File: config.mk
export PLATFORM = sky130hd
export DESIGN_NAME = alu_operand_stage
export DESIGN_NICKNAME = d
export VERILOG_FILES = /design/src/rtl/alu_operand_stage.sv
export SDC_FILE = /design/constraint.sdc
export NUM_CORES = 1
export LEC_CHECK = 0
export CAP_MARGIN = 10
export CORE_MARGIN = 1
export CORE_UTILIZATION = 40
export CTS_CLUSTER_SIZE = 8
export DETAILED_ROUTE_END_ITERATION = 7
export GPL_TIMING_DRIVEN = 0
export PLACE_DENSITY = 0.67
export SLEW_MARGIN = 25
export SYNTH_ARGS = -nofsm -noshare
export SYNTH_HDL_FRONTEND = slang
export SYNTH_SLANG_ARGS = --single-unit
export TNS_END_PERCENT = 10
File: constraint.sdc
create_clock -name clk -period 2.3 [get_ports clk]
set_input_delay 0.23 -clock clk [delete_from_list [all_inputs] [get_ports clk]]
set_output_delay 0.23 -clock clk [all_outputs]
set_load 0.02 [all_outputs]
File: src/rtl/alu_operand_stage.sv
// rtl/alu_operand_stage.sv - eBPF ALU operand preparation stage with 2-entry skid buffer (optional forwarding: ALU_OPERAND_FWD_EN)
module alu_operand_stage #(
    parameter int DW    = 64,
    parameter int CNT_W = 16
) (
    input  logic             clk,
    input  logic             rst_n,
`ifdef ALU_OPERAND_FWD_EN
    input  logic             wb_valid,
    input  logic [3:0]       wb_reg,
    input  logic [DW-1:0]    wb_data,
`endif
    input  logic             in_valid,
    output logic             in_ready,
    input  logic [7:0]       in_opcode,
    input  logic [3:0]       in_dst_reg,
    input  logic [3:0]       in_src_reg,
    input  logic [DW-1:0]    in_dst_val,
    input  logic [DW-1:0]    in_src_val,
    input  logic [31:0]      in_imm,
    output logic             out_valid,
    input  logic             out_ready,
    output logic [DW-1:0]    out_a,
    output logic [DW-1:0]    out_b,
    output logic [3:0]       out_op,
    output logic             out_alu64,
    output logic [3:0]       out_dst_reg,
    output logic [CNT_W-1:0] drop_count
);

    // Bundle layout: {a, b, op, alu64, dst_reg}
    localparam int BW = 2 * DW + 9;

    logic          is_alu64;
    logic          is_alu;
    logic          accept;
    logic          in_xfer;
    logic          out_xfer;
    logic [DW-1:0] a_fwd;
    logic [DW-1:0] b_reg;
    logic [DW-1:0] b_sel;
    logic [DW-1:0] a_new;
    logic [DW-1:0] b_new;
    logic [BW-1:0] new_bundle;
    logic [BW-1:0] main_bundle;
    logic [BW-1:0] skid_bundle;
    logic          main_valid;
    logic          skid_valid;
    logic          skid_valid_nxt;

    assign is_alu64 = (in_opcode[2:0] == 3'h7);
    assign is_alu   = is_alu64 || (in_opcode[2:0] == 3'h4);
    assign in_xfer  = in_valid && in_ready;
    assign accept   = in_xfer && is_alu;
    assign out_xfer = main_valid && out_ready;

`ifndef ALU_OPERAND_FWD_EN
    // The source index only matters when forwarding compares against it.
    logic unused_src_reg;
    assign unused_src_reg = ^in_src_reg;
`endif

    // Operand selection: optional write-back forwarding, then B source, then 32-bit masking.
    always_comb begin
        a_fwd = in_dst_val;
        b_reg = in_src_val;
`ifdef ALU_OPERAND_FWD_EN
        if (wb_valid && (wb_reg == in_dst_reg)) begin
            a_fwd = wb_data;
        end
        if (wb_valid && (wb_reg == in_src_reg)) begin
            b_reg = wb_data;
        end
`endif
        b_sel = in_opcode[3] ? b_reg : {{(DW-32){in_imm[31]}}, in_imm};
        if (is_alu64) begin
            a_new = a_fwd;
            b_new = b_sel;
        end else begin
            a_new = {{(DW-32){1'b0}}, a_fwd[31:0]};
            b_new = {{(DW-32){1'b0}}, b_sel[31:0]};
        end
        new_bundle = {a_new, b_new, in_opcode[7:4], is_alu64, in_dst_reg};
    end

    // Skid occupancy after this edge; a valid skid entry always implies a valid main entry.
    always_comb begin
        skid_valid_nxt = (skid_valid && !out_xfer) ||
                         (accept && main_valid && !out_xfer);
    end

    // Main/skid registers, registered ready and saturating drop counter.
    always_ff @(posedge clk or negedge rst_n) begin
        if (!rst_n) begin
            main_valid  <= 1'b0;
            skid_valid  <= 1'b0;
            main_bundle <= '0;
            skid_bundle <= '0;
            in_ready    <= 1'b1;
            drop_count  <= '0;
        end else begin
            if (!main_valid || out_xfer) begin
                if (skid_valid) begin
                    main_bundle <= skid_bundle;
                    main_valid  <= 1'b1;
                    skid_valid  <= 1'b0;
                end else if (accept) begin
                    main_bundle <= new_bundle;
                    main_valid  <= 1'b1;
                end else begin
                    main_valid  <= 1'b0;
                end
            end else if (accept) begin
                skid_bundle <= new_bundle;
                skid_valid  <= 1'b1;
            end
            in_ready <= !skid_valid_nxt;
            if (in_xfer && !is_alu && (drop_count != {CNT_W{1'b1}})) begin
                drop_count <= drop_count + CNT_W'(1);
            end
        end
    end

    assign out_valid = main_valid;
    assign {out_a, out_b, out_op, out_alu64, out_dst_reg} = main_bundle;

endmodule
[Word level (Yosys, flattened, before mapping)]
Cells that the tools add are included.
Word-level totals
  logic and storage cells: 39
  RAM bits: 0
  flip-flop bits (word level): 293
  latch bits: 0
  input port bits: 180
  memories kept: 0
  memory bits (read-only): 0
Operators by class
  muxes and demuxes: 9
  multipliers: 0
  reductions and logical operators: 19
  bitwise gates (word level): 1
  shift-type cells: 0
  $lt $le $gt $ge: 0
  eq/ne operators: 3
  $add $sub $neg: 1
  divide/modulo/power cells: 0
Operators by type and width (number)
  137-bit two-way mux: 2
  64-bit two-way mux: 3
  16-bit by 1-bit adder with 16-bit output, second input constant: 1
  16-bit != test, second input constant: 1
  1-bit logical AND: 8
  3-bit equality test, second input constant: 2
  1-bit zero test: 4
  1-bit two-way mux: 4
  2-bit AND reduction: 2
  2-bit nonzero test: 2
  1-bit logical OR: 3
  1-bit NOT: 1

[Longest topological paths before layout]
Gate-level depths: netlist (run 1).
  depth after elaboration: 7
  mapped depth: 7
  gate-level depth less buffers: 5

[Least setup slack after synthesis (run 1)]
Ideal clock, no wire load.
  path type: register to register
  start point: reg drop_count[0]
  end point: reg drop_count[1]
  setup slack: 352 ps
  arrival time: 1823 ps
  required time: 2175 ps
  cell stages (with the launch flop): 6
  path buffers: 0
  cell sequence: dfrtp_1 > ha_1 > nand4_4 > nor4_4 > nor2_1 > mux2_2
On the way
  longest elaborated chain between the ends: 2
RTL lines
  start: declaration: RTL line 28  | output logic [CNT_W-1:0] drop_count
  start signal: assignment: RTL line 119  | drop_count <= drop_count + CNT_W'(1);
  parallel branches: the longest is 2 deep, another holds 16-bit by 1-bit adder with 16-bit output
Parallel ways; which one is timed is not known.
A chain may end at the register's enable or synchronous reset.

[Final worst setup path (run 1)]
  start point: reg skid_valid
  end point: reg main_bundle[114]
On the way
  longest elaborated chain between the ends: 2
RTL lines
  start: declaration: RTL line 48  | logic skid_valid;
  start signal: assignment: RTL line 96  | skid_valid <= 1'b0;
  start signal: assignment: RTL line 106  | skid_valid <= 1'b0;
  start signal: assignment: RTL line 115  | skid_valid <= 1'b1;
  2-bit nonzero test (no source line)
  2-bit AND reduction (no source line)
  end signal: assignment: RTL line 104  | main_bundle <= skid_bundle;
  end signal: assignment: RTL line 108  | main_bundle <= new_bundle;
  end: declaration: RTL line 45  | logic [BW-1:0] main_bundle;
Parallel ways exist; a longest one is shown, timed or not.

==> metrics.txt, run 1 <==
# TYPE chip_impl_metric gauge
chip_impl_info{name="setup.worst_path.class",value="flip-flop to flip-flop"} 1
chip_impl_info{name="min_path_type",value="primary input to flip-flop"} 1
chip_impl_metric{name="worst-endpoint-arrival",unit="ns"} 2.51
chip_impl_metric{name="route.vias.total",unit=""} 10100
chip_impl_metric{name="synth.avg_cell_area",unit="um2"} 11.6
chip_impl_metric{name="worst_skew_pair.late_latency",unit="ns"} 0.52
chip_impl_metric{name="coreArea",unit="um2"} 33600
chip_impl_metric{name="setup_viol_count_final",unit=""} 0
chip_impl_metric{name="number_of_antenna_violations_at_the_first_check_in_global_routing",unit=""} 1
chip_impl_metric{name="drt-initial-drc-count",unit=""} 507
chip_impl_metric{name="placement.cell_area",unit="um2"} 17600
chip_impl_info{name="root_buffer_cell",value="clkbuf_16"} 1
chip_impl_metric{name="numClockSinks",unit=""} 293
chip_impl_metric{name="share_of_layout_cells_above_drive_strength_1",unit="%"} 18.7
chip_impl_metric{name="nNetsFinal",unit=""} 1739
chip_impl_metric{name="drt_drc",unit=""} 0
chip_impl_info{name="worst_setup_path_start_kind",value="flip-flop"} 1
chip_impl_metric{name="number_of_synthesized_flops_with_an_enable_pin",unit=""} 0
chip_impl_metric{name="global_route.overflow_total",unit=""} 0
chip_impl_metric{name="gp_routability_congestion",unit=""} 0.801
chip_impl_metric{name="timing_hold_violations_final",unit=""} 0
chip_impl_metric{name="synthesis.nets",unit=""} 1362
chip_impl_metric{name="grt_util_all_layers",unit="%"} 21.9
chip_impl_metric{name="whs_path_depth",unit=""} 3
chip_impl_metric{name="r2r.worst_path.cells",unit=""} 5
chip_impl_metric{name="final_max_slew_viol_count",unit=""} 0
chip_impl_info{name="unrepaired_setup_endpoints_after_global_routing",value="no"} 1
chip_impl_metric{name="max_slew_margin",unit="%"} 45.4
chip_impl_metric{name="grt_pass1_vias",unit=""} 10700
chip_impl_metric{name="vias_per_cell",unit=""} 5.03
chip_impl_metric{name="power.density",unit="nW/um2"} 874
chip_impl_info{name="tritoncts",value="done"} 1
chip_impl_metric{name="clock_tree.htree_level_count",unit=""} 2
chip_impl_metric{name="achievable-frequency",unit="GHz"} 0.473
chip_impl_metric{name="path_max_fanout",unit=""} 10
chip_impl_metric{name="row_count",unit=""} 67
chip_impl_metric{name="worstMarginPinSlew",unit="ns"} 0.819
chip_impl_metric{name="fp.dieH",unit="um"} 187
chip_impl_metric{name="dp_hpwl",unit="mm"} 27.0
chip_impl_metric{name="finalClockSkew",unit="ns"} 0.0138
chip_impl_metric{name="drt_pre_antenna_iters",unit=""} 5
chip_impl_metric{name="cap_viol_max_count",unit=""} 0
chip_impl_metric{name="cts_inserted_buffers",unit=""} 42
chip_impl_metric{name="post-route-period-util",unit="%"} 92.0
chip_impl_metric{name="clock_tree.buffer_depth",unit=""} 3
chip_impl_metric{name="yosys_warnings",unit=""} 0
chip_impl_metric{name="syn-cell-area",unit="um2"} 13700
chip_impl_metric{name="io_pins",unit=""} 335
chip_impl_metric{name="synthArstFlopShare",unit="%"} 100
chip_impl_metric{name="post-route-min-period",unit="ns"} 2.12
chip_impl_metric{name="vdd_drop_max",unit="uV"} 644
chip_impl_info{name="outcome",value="finished, final reports clean"} 1
chip_impl_metric{name="die-area",unit="um2"} 34900
chip_impl_metric{name="grt_first_pass_wirelength",unit="mm"} 60.6
chip_impl_metric{name="seq_area_frac_synth",unit="%"} 53.6
chip_impl_metric{name="drt-total-wl",unit="mm"} 37.7
chip_impl_metric{name="power.static_leakage",unit="nW"} 8.18
chip_impl_metric{name="post_cts.repair.setup_buffers",unit=""} 0
chip_impl_metric{name="fin_hold_ws",unit="ns"} 0.131
chip_impl_metric{name="required_time_at_the_endpoint_of_the_critical_path",unit="ns"} 2.69
chip_impl_metric{name="numPortBuffers",unit=""} 329
chip_impl_metric{name="synth.ff_latch_count",unit=""} 293
chip_impl_metric{name="clkTransAtPathRegs",unit="ns"} 0.05
chip_impl_info{name="critical_path.endpoint_type",value="flip-flop"} 1
chip_impl_info{name="postSynth.topFlopCell",value="dfrtp_1"} 1
chip_impl_metric{name="finish.instance_area",unit="um2"} 18800
chip_impl_metric{name="floorplan.die.width",unit="um"} 187
chip_impl_metric{name="area_delta_synth_final",unit="%"} 37.3
chip_impl_metric{name="grt_max_degree",unit=""} 93
chip_impl_metric{name="post_synth_inst_count",unit=""} 1181
chip_impl_metric{name="start_util",unit="%"} 40.7
chip_impl_metric{name="ant_nets",unit=""} 0
chip_impl_metric{name="drt-wirelength-per-cell",unit="um"} 18.7
chip_impl_metric{name="synth_cell_types",unit=""} 42
critical path: stages (launching register included):
cell      delay (ns)
dfrtp_1         0.35
clkbuf_4        0.30
buf_2           0.31
clkbuf_1        0.49
o21ai_0         0.20
mux2_1          0.32
sequential cells by signal (all words and copies together) (netlist names):
signal       flops
main_bundle    137
out_valid        1
in_ready         1
drop_count      16
skid_bundle    137
skid_valid       1
cells by family (layout without fill, tap and decap cells):
family / after synthesis / in the layout / synth area share, %
simple gates: 301 / 301 / 9.29
flops: 293 / 293 / 53.6
mux: 250 / 250 / 23.1
compound gates: 235 / 235 / 9.55
buf+inv: 86 / 472 / 3.37
xor+xnor: 15 / 15 / 1.02
fa+ha+maj: 1 / 1 / 0.0915
other cells: 0 / 1 / 0
synthesized netlist by cell type, types with 2 or more instances:
library cell / n / area, um2
a21boi_0: 2 / 15.0
a21o_1: 33 / 248
and3_1: 3 / 18.8
buf_1: 4 / 15.0
buf_2: 20 / 100
buf_6: 15 / 169
clkbuf_1: 47 / 176
dfrtp_1: 292 / 7310
mux2_1: 30 / 338
mux2_2: 89 / 1000
mux2_4: 100 / 1500
mux2i_1: 31 / 310
nand2_1: 263 / 987
nand2b_1: 2 / 12.5
nand3_1: 6 / 30.0
nand4_1: 7 / 43.8
nor2_1: 3 / 11.3
nor3_1: 3 / 15.0
nor4_1: 3 / 18.8
nor4b_2: 2 / 30.0
o21ai_0: 183 / 916
o21ai_1: 11 / 55.1
xnor2_1: 4 / 35.0
xor2_1: 10 / 87.6
layout by cell type (no fill, tap or decap), drive strengths merged, types with 2 or more instances in the layout:
cell type      instances
a21boi                 2
a21o                  33
and3                   3
buf                   40
clkbuf               101
clkdlybuf4s50        328
dfrtp                292
mux2                 219
mux2i                 31
nand2                263
nand2b                 2
nand3                  6
nand4                  9
nor2                   4
nor3                   3
nor4                   4
nor4b                  2
o21ai                194
xnor2                  5
xor2                  10
layout make-up:
type	count	area, um2
antenna	1	2.50
buffer	86	477
clock buffer	51	1110
clock inverter	2	13.8
fill	2893	14800
multi-input combinational	802	5890
sequential	293	7330
tap	448	561
timing repair buffer	333	3390
power by group:
| part | internal (mW) | switching, mW | total (mW) |
|---|---|---|---|
| clock | 3.32 | 2.13 | 5.45 |
| sequential | 6.18 | 0.612 | 6.79 |
| combinational | 2.29 | 1.88 | 4.16 |
| total | 11.8 | 4.62 | 16.4 |
through the flow:
step                      total power, mW  worst slack [ns]  TNS (ns)  util (%)  std cells
final                                16.4             0.184         0      55.8       2016
after floorplan                      8.93             0.352         0         -       1181
after detailed placement             11.1            -0.534    -34.84      52.4       1961
after global routing                 17.2            0.0394         0      55.8       2015
after global placement               11.0            -11.98  -3527.64      52.1       1958
after CTS                            16.6           0.00597         0      55.8       2015
what timing repair did:
item / CTS / global route
hold buffers: 1 / 0
endpoints found under the hold margin: 45 / 0
setup endpoints to repair: 91 / 72
gates resized for setup: 7 / 10
path summary, 6_finish.rpt:
check	from	endpoint	slack [ns]
min reg2reg	skid_bundle[113]$_DFFE_PN0P_	skid_bundle[113]$_DFFE_PN0P_	0.47
min in group asynchronous	rst_n	skid_bundle[100]$_DFFE_PN0P_	0.20
max in group asynchronous	rst_n	skid_bundle[30]$_DFFE_PN0P_	0.90
max	skid_valid$_DFFE_PN0P_	main_bundle[114]$_DFFE_PN0P_	0.18
min	in_opcode[2]	out_valid$_DFFE_PN0N_	0.13
max reg2reg	skid_valid$_DFFE_PN0P_	main_bundle[114]$_DFFE_PN0P_	0.18
per-layer routing:
layer / wire length [um] / vias up / global-route usage (%) / part of all wire (%)
li1: - / 4828 / - / -
met5: 10 / - / 0 / 0.027
met3: 3360 / 63 / 7.94 / 8.9
met1: 16100 / 4923 / 27.4 / 43
met4: 759 / 2 / 5.58 / 2.0
met2: 17500 / 320 / 36.0 / 46
No activity file was read; power rests on OpenSTA's default activity.
==> run 2: changes to the inputs <==
TNS_END_PERCENT = 50   (was 10)
==> run 2 against run 1 <==
  * Clock power about the same
  * Combinational power about the same
  * Register-to-register slack about the same
  * First-iteration DRC count unchanged
  * Setup slack improved by 0.0034 ns
  * Non-clock buffer count unchanged
  * Maximum frequency increased by 0.16%
==> metrics.txt, run 2 (synthesis results as in run 1) <==
# TYPE chip_impl_metric gauge
chip_impl_info{name="worst_setup_path_start_kind",value="flip-flop"} 1
chip_impl_metric{name="vias_per_cell",unit=""} 5.03
chip_impl_metric{name="ant_nets",unit=""} 0
chip_impl_metric{name="cap_viol_max_count",unit=""} 0
chip_impl_metric{name="power.density",unit="nW/um2"} 874
chip_impl_metric{name="required_time_at_the_endpoint_of_the_critical_path",unit="ns"} 2.70
chip_impl_metric{name="worst_skew_pair.late_latency",unit="ns"} 0.52
chip_impl_metric{name="worstMarginPinSlew",unit="ns"} 0.819
chip_impl_metric{name="floorplan.die.width",unit="um"} 187
chip_impl_info{name="mostFrequentLayoutCell",value="clkdlybuf4s50_1"} 1
chip_impl_metric{name="number_of_antenna_violations_at_the_first_check_in_global_routing",unit=""} 1
chip_impl_metric{name="nFillCells",unit=""} 2892
chip_impl_info{name="worstSetupStartpoint",value="skid_valid$_DFFE_PN0P_"} 1
chip_impl_metric{name="critPathBufInv",unit=""} 3
chip_impl_info{name="outcome",value="finished, final reports clean"} 1
chip_impl_info{name="tritoncts",value="done"} 1
chip_impl_info{name="root_buffer_cell",value="clkbuf_16"} 1
chip_impl_info{name="endpoint",value="main_bundle[103]$_DFFE_PN0P_"} 1
chip_impl_metric{name="drt-wirelength-per-cell",unit="um"} 18.7
chip_impl_info{name="reg.largest.list",value="main_bundle x137, skid_bundle x137, drop_count x16"} 1
chip_impl_metric{name="grt_util_met1",unit="%"} 27.4
chip_impl_metric{name="power.static_leakage",unit="nW"} 8.19
chip_impl_metric{name="grt_first_pass_wirelength",unit="mm"} 60.6
chip_impl_metric{name="fp.dieH",unit="um"} 187
chip_impl_metric{name="drt_drc",unit=""} 0
chip_impl_metric{name="post-route-min-period",unit="ns"} 2.11
chip_impl_metric{name="dp_hpwl",unit="mm"} 27.0
chip_impl_metric{name="seqCellArea",unit="um2"} 7330
chip_impl_metric{name="row_count",unit=""} 67
chip_impl_info{name="cp_top_family",value="buffers and inverters"} 1
chip_impl_info{name="busiest_layer",value="met2"} 1
chip_impl_metric{name="final_max_slew_viol_count",unit=""} 0
chip_impl_metric{name="nNetsFinal",unit=""} 1739
chip_impl_metric{name="grt_util_all_layers",unit="%"} 21.9
chip_impl_info{name="crit_path_top_delay_cell",value="mux2_2"} 1
chip_impl_metric{name="start_util",unit="%"} 40.7
chip_impl_metric{name="grt_max_degree",unit=""} 93
chip_impl_metric{name="area_delta_synth_final",unit="%"} 37.3
chip_impl_metric{name="setup-tns-final",unit="ns"} 0
chip_impl_metric{name="drt-total-wl",unit="mm"} 37.7
chip_impl_info{name="r2r_end",value="main_bundle[103]$_DFFE_PN0P_"} 1
chip_impl_metric{name="multiInputGateArea",unit="um2"} 5890
chip_impl_metric{name="drt_pre_antenna_iters",unit=""} 5
chip_impl_metric{name="max_slew_margin",unit="%"} 45.4
chip_impl_metric{name="grt_use_met3",unit="%"} 7.94
chip_impl_metric{name="r2r.worst_path.cells",unit=""} 5
chip_impl_info{name="critical_path.endpoint_type",value="flip-flop"} 1
chip_impl_info{name="unrepaired_setup_endpoints_after_global_routing",value="no"} 1
chip_impl_metric{name="worst-path-stages",unit=""} 5
chip_impl_metric{name="route.vias.total",unit=""} 10100
chip_impl_metric{name="global_route.overflow_total",unit=""} 0
chip_impl_metric{name="setup_viol_count_final",unit=""} 0
chip_impl_metric{name="timing_hold_violations_final",unit=""} 0
chip_impl_metric{name="clkTransAtPathRegs",unit="ns"} 0.05
chip_impl_metric{name="numPortBuffers",unit=""} 329
chip_impl_metric{name="achievable-frequency",unit="GHz"} 0.473
chip_impl_metric{name="vdd_drop_max",unit="uV"} 644
chip_impl_info{name="path_cells",value="clkbuf_4, buf_2, clkbuf_4, mux2_2, mux2_1"} 1
chip_impl_metric{name="io_pins",unit=""} 335
chip_impl_metric{name="critical-path-max-stage-delay",unit="ns"} 0.40
chip_impl_metric{name="finalClockSkew",unit="ns"} 0.0139
chip_impl_metric{name="drt-initial-drc-count",unit=""} 507
chip_impl_info{name="min_path_type",value="primary input to flip-flop"} 1
chip_impl_info{name="critical-path-top-cell-by-count",value="clkbuf_4"} 1
chip_impl_metric{name="placement.cell_area",unit="um2"} 17600
chip_impl_metric{name="gp_routability_congestion",unit=""} 0.801
chip_impl_metric{name="cts_inserted_buffers",unit=""} 42
chip_impl_metric{name="worst_reg_to_reg_setup_slack",unit="ns"} 0.19
chip_impl_metric{name="grt_pass1_vias",unit=""} 10700
chip_impl_info{name="layout_common_cells",value="328 x clkdlybuf4s50_1, 292 x dfrtp_1, 263 x nand2_1"} 1
chip_impl_metric{name="die-area",unit="um2"} 34900
chip_impl_metric{name="share_of_layout_cells_above_drive_strength_1",unit="%"} 18.8
chip_impl_metric{name="path_max_fanout",unit=""} 10
chip_impl_metric{name="finish.instance_area",unit="um2"} 18800
chip_impl_metric{name="clock_tree.buffer_depth",unit=""} 3
chip_impl_metric{name="clock_tree.htree_level_count",unit=""} 2
chip_impl_metric{name="post-route-period-util",unit="%"} 91.9
chip_impl_metric{name="coreArea",unit="um2"} 33600
chip_impl_info{name="crit-reg2reg-launch",value="skid_valid$_DFFE_PN0P_"} 1
chip_impl_metric{name="global_route.usage.met2",unit="%"} 36.0
chip_impl_metric{name="numClockSinks",unit=""} 293
chip_impl_metric{name="worst-endpoint-arrival",unit="ns"} 2.51
chip_impl_info{name="setup.worst_path.class",value="flip-flop to flip-flop"} 1
[run 2: cell counts in the layout (fill, tap and decap cells not counted)]
Identical to the previous run, type by type.
[run 2: what timing repair did]
action                                  4_1_cts  5_1_grt
cloned                                        0        0
endpoints found under the hold margin        45        0
hold buffers                                  1        0
endpoints found under the setup margin       91       72
gates resized for setup                       7       12
setup buffers                                 0        0
[run 2: layout make-up]
class / instances / area share [%]
clock inverter: 2 / 0.0733
antenna: 1 / 0.0133
tap: 448 / 2.99
buffer: 86 / 2.55
timing repair buffer: 333 / 18.1
multi-input combinational: 802 / 31.4
sequential: 293 / 39.1
clock buffer: 51 / 5.89
[run 2: worst min-delay path, stage by stage]
cell,delay (ns)
buf_2,0.20
a31oi_4,0.12
nand2_1,0.06
[run 2: power by group]
group | internal, mW | switching [mW] | leakage (nW)
sequential | 6.18 | 0.612 | 3.83
clock | 3.32 | 2.13 | 0.548
combinational | 2.29 | 1.87 | 3.81
total | 11.8 | 4.62 | 8.19
[run 2: metrics by stage]
stage          hold WS (ns)  std cells  power, mW  setup WS, ns  utilization (%)
3_5_place_dp          0.150       1961       11.1        -0.534             52.4
6_report              0.130       2016       16.4         0.187             55.8
3_3_place_gp          0.462       1958       11.0        -11.98             52.1
4_1_cts               0.122       2015       16.6       0.00597             55.8
2_1_floorplan       -0.0656       1181       8.93         0.352                -
5_1_grt               0.150       2015       17.2        0.0553             55.8
[run 2: metal layers]
| layer | up-vias | part of all wire (%) |
|---|---|---|
| met1 | 4923 | 43 |
| met3 | 63 | 8.9 |
| met4 | 2 | 2.0 |
| li1 | 4828 | - |
| met2 | 322 | 46 |
| met5 | - | 0.027 |
[run 2: how the worst min path moves through the flow]
stage,startpoint,end,slack (ns),cells past startpoint
after floorplan,rst_n,drop_count[0]$_DFFE_PN0P_,-0.07,0
after global placement,skid_bundle[126]$_DFFE_PN0P_,skid_bundle[126]$_DFFE_PN0P_,0.46,2
after detailed placement,rst_n,skid_bundle[100]$_DFFE_PN0P_,0.15,1
after CTS,in_opcode[2],out_valid$_DFFE_PN0N_,0.12,3
after global routing,in_opcode[2],out_valid$_DFFE_PN0N_,0.15,3
final,in_opcode[2],out_valid$_DFFE_PN0N_,0.13,3
==> run 3: changes to the inputs <==
==> constraint.sdc (replaced) <==
create_clock -name clk -period 2.3 [get_ports clk]
set_input_delay 0.23 -clock clk [delete_from_list [all_inputs] [get_ports clk]]
set_output_delay 0.23 -clock clk [all_outputs]
set_load 0.005 [all_outputs]
==> results of run 3 <==
The final DEF is identical to that of run 2. Status: finished, final reports clean.
Among the figures that moved: total power 16.4 mW -> 15.7 mW; worst IR drop on VDD 644 uV -> 604 uV
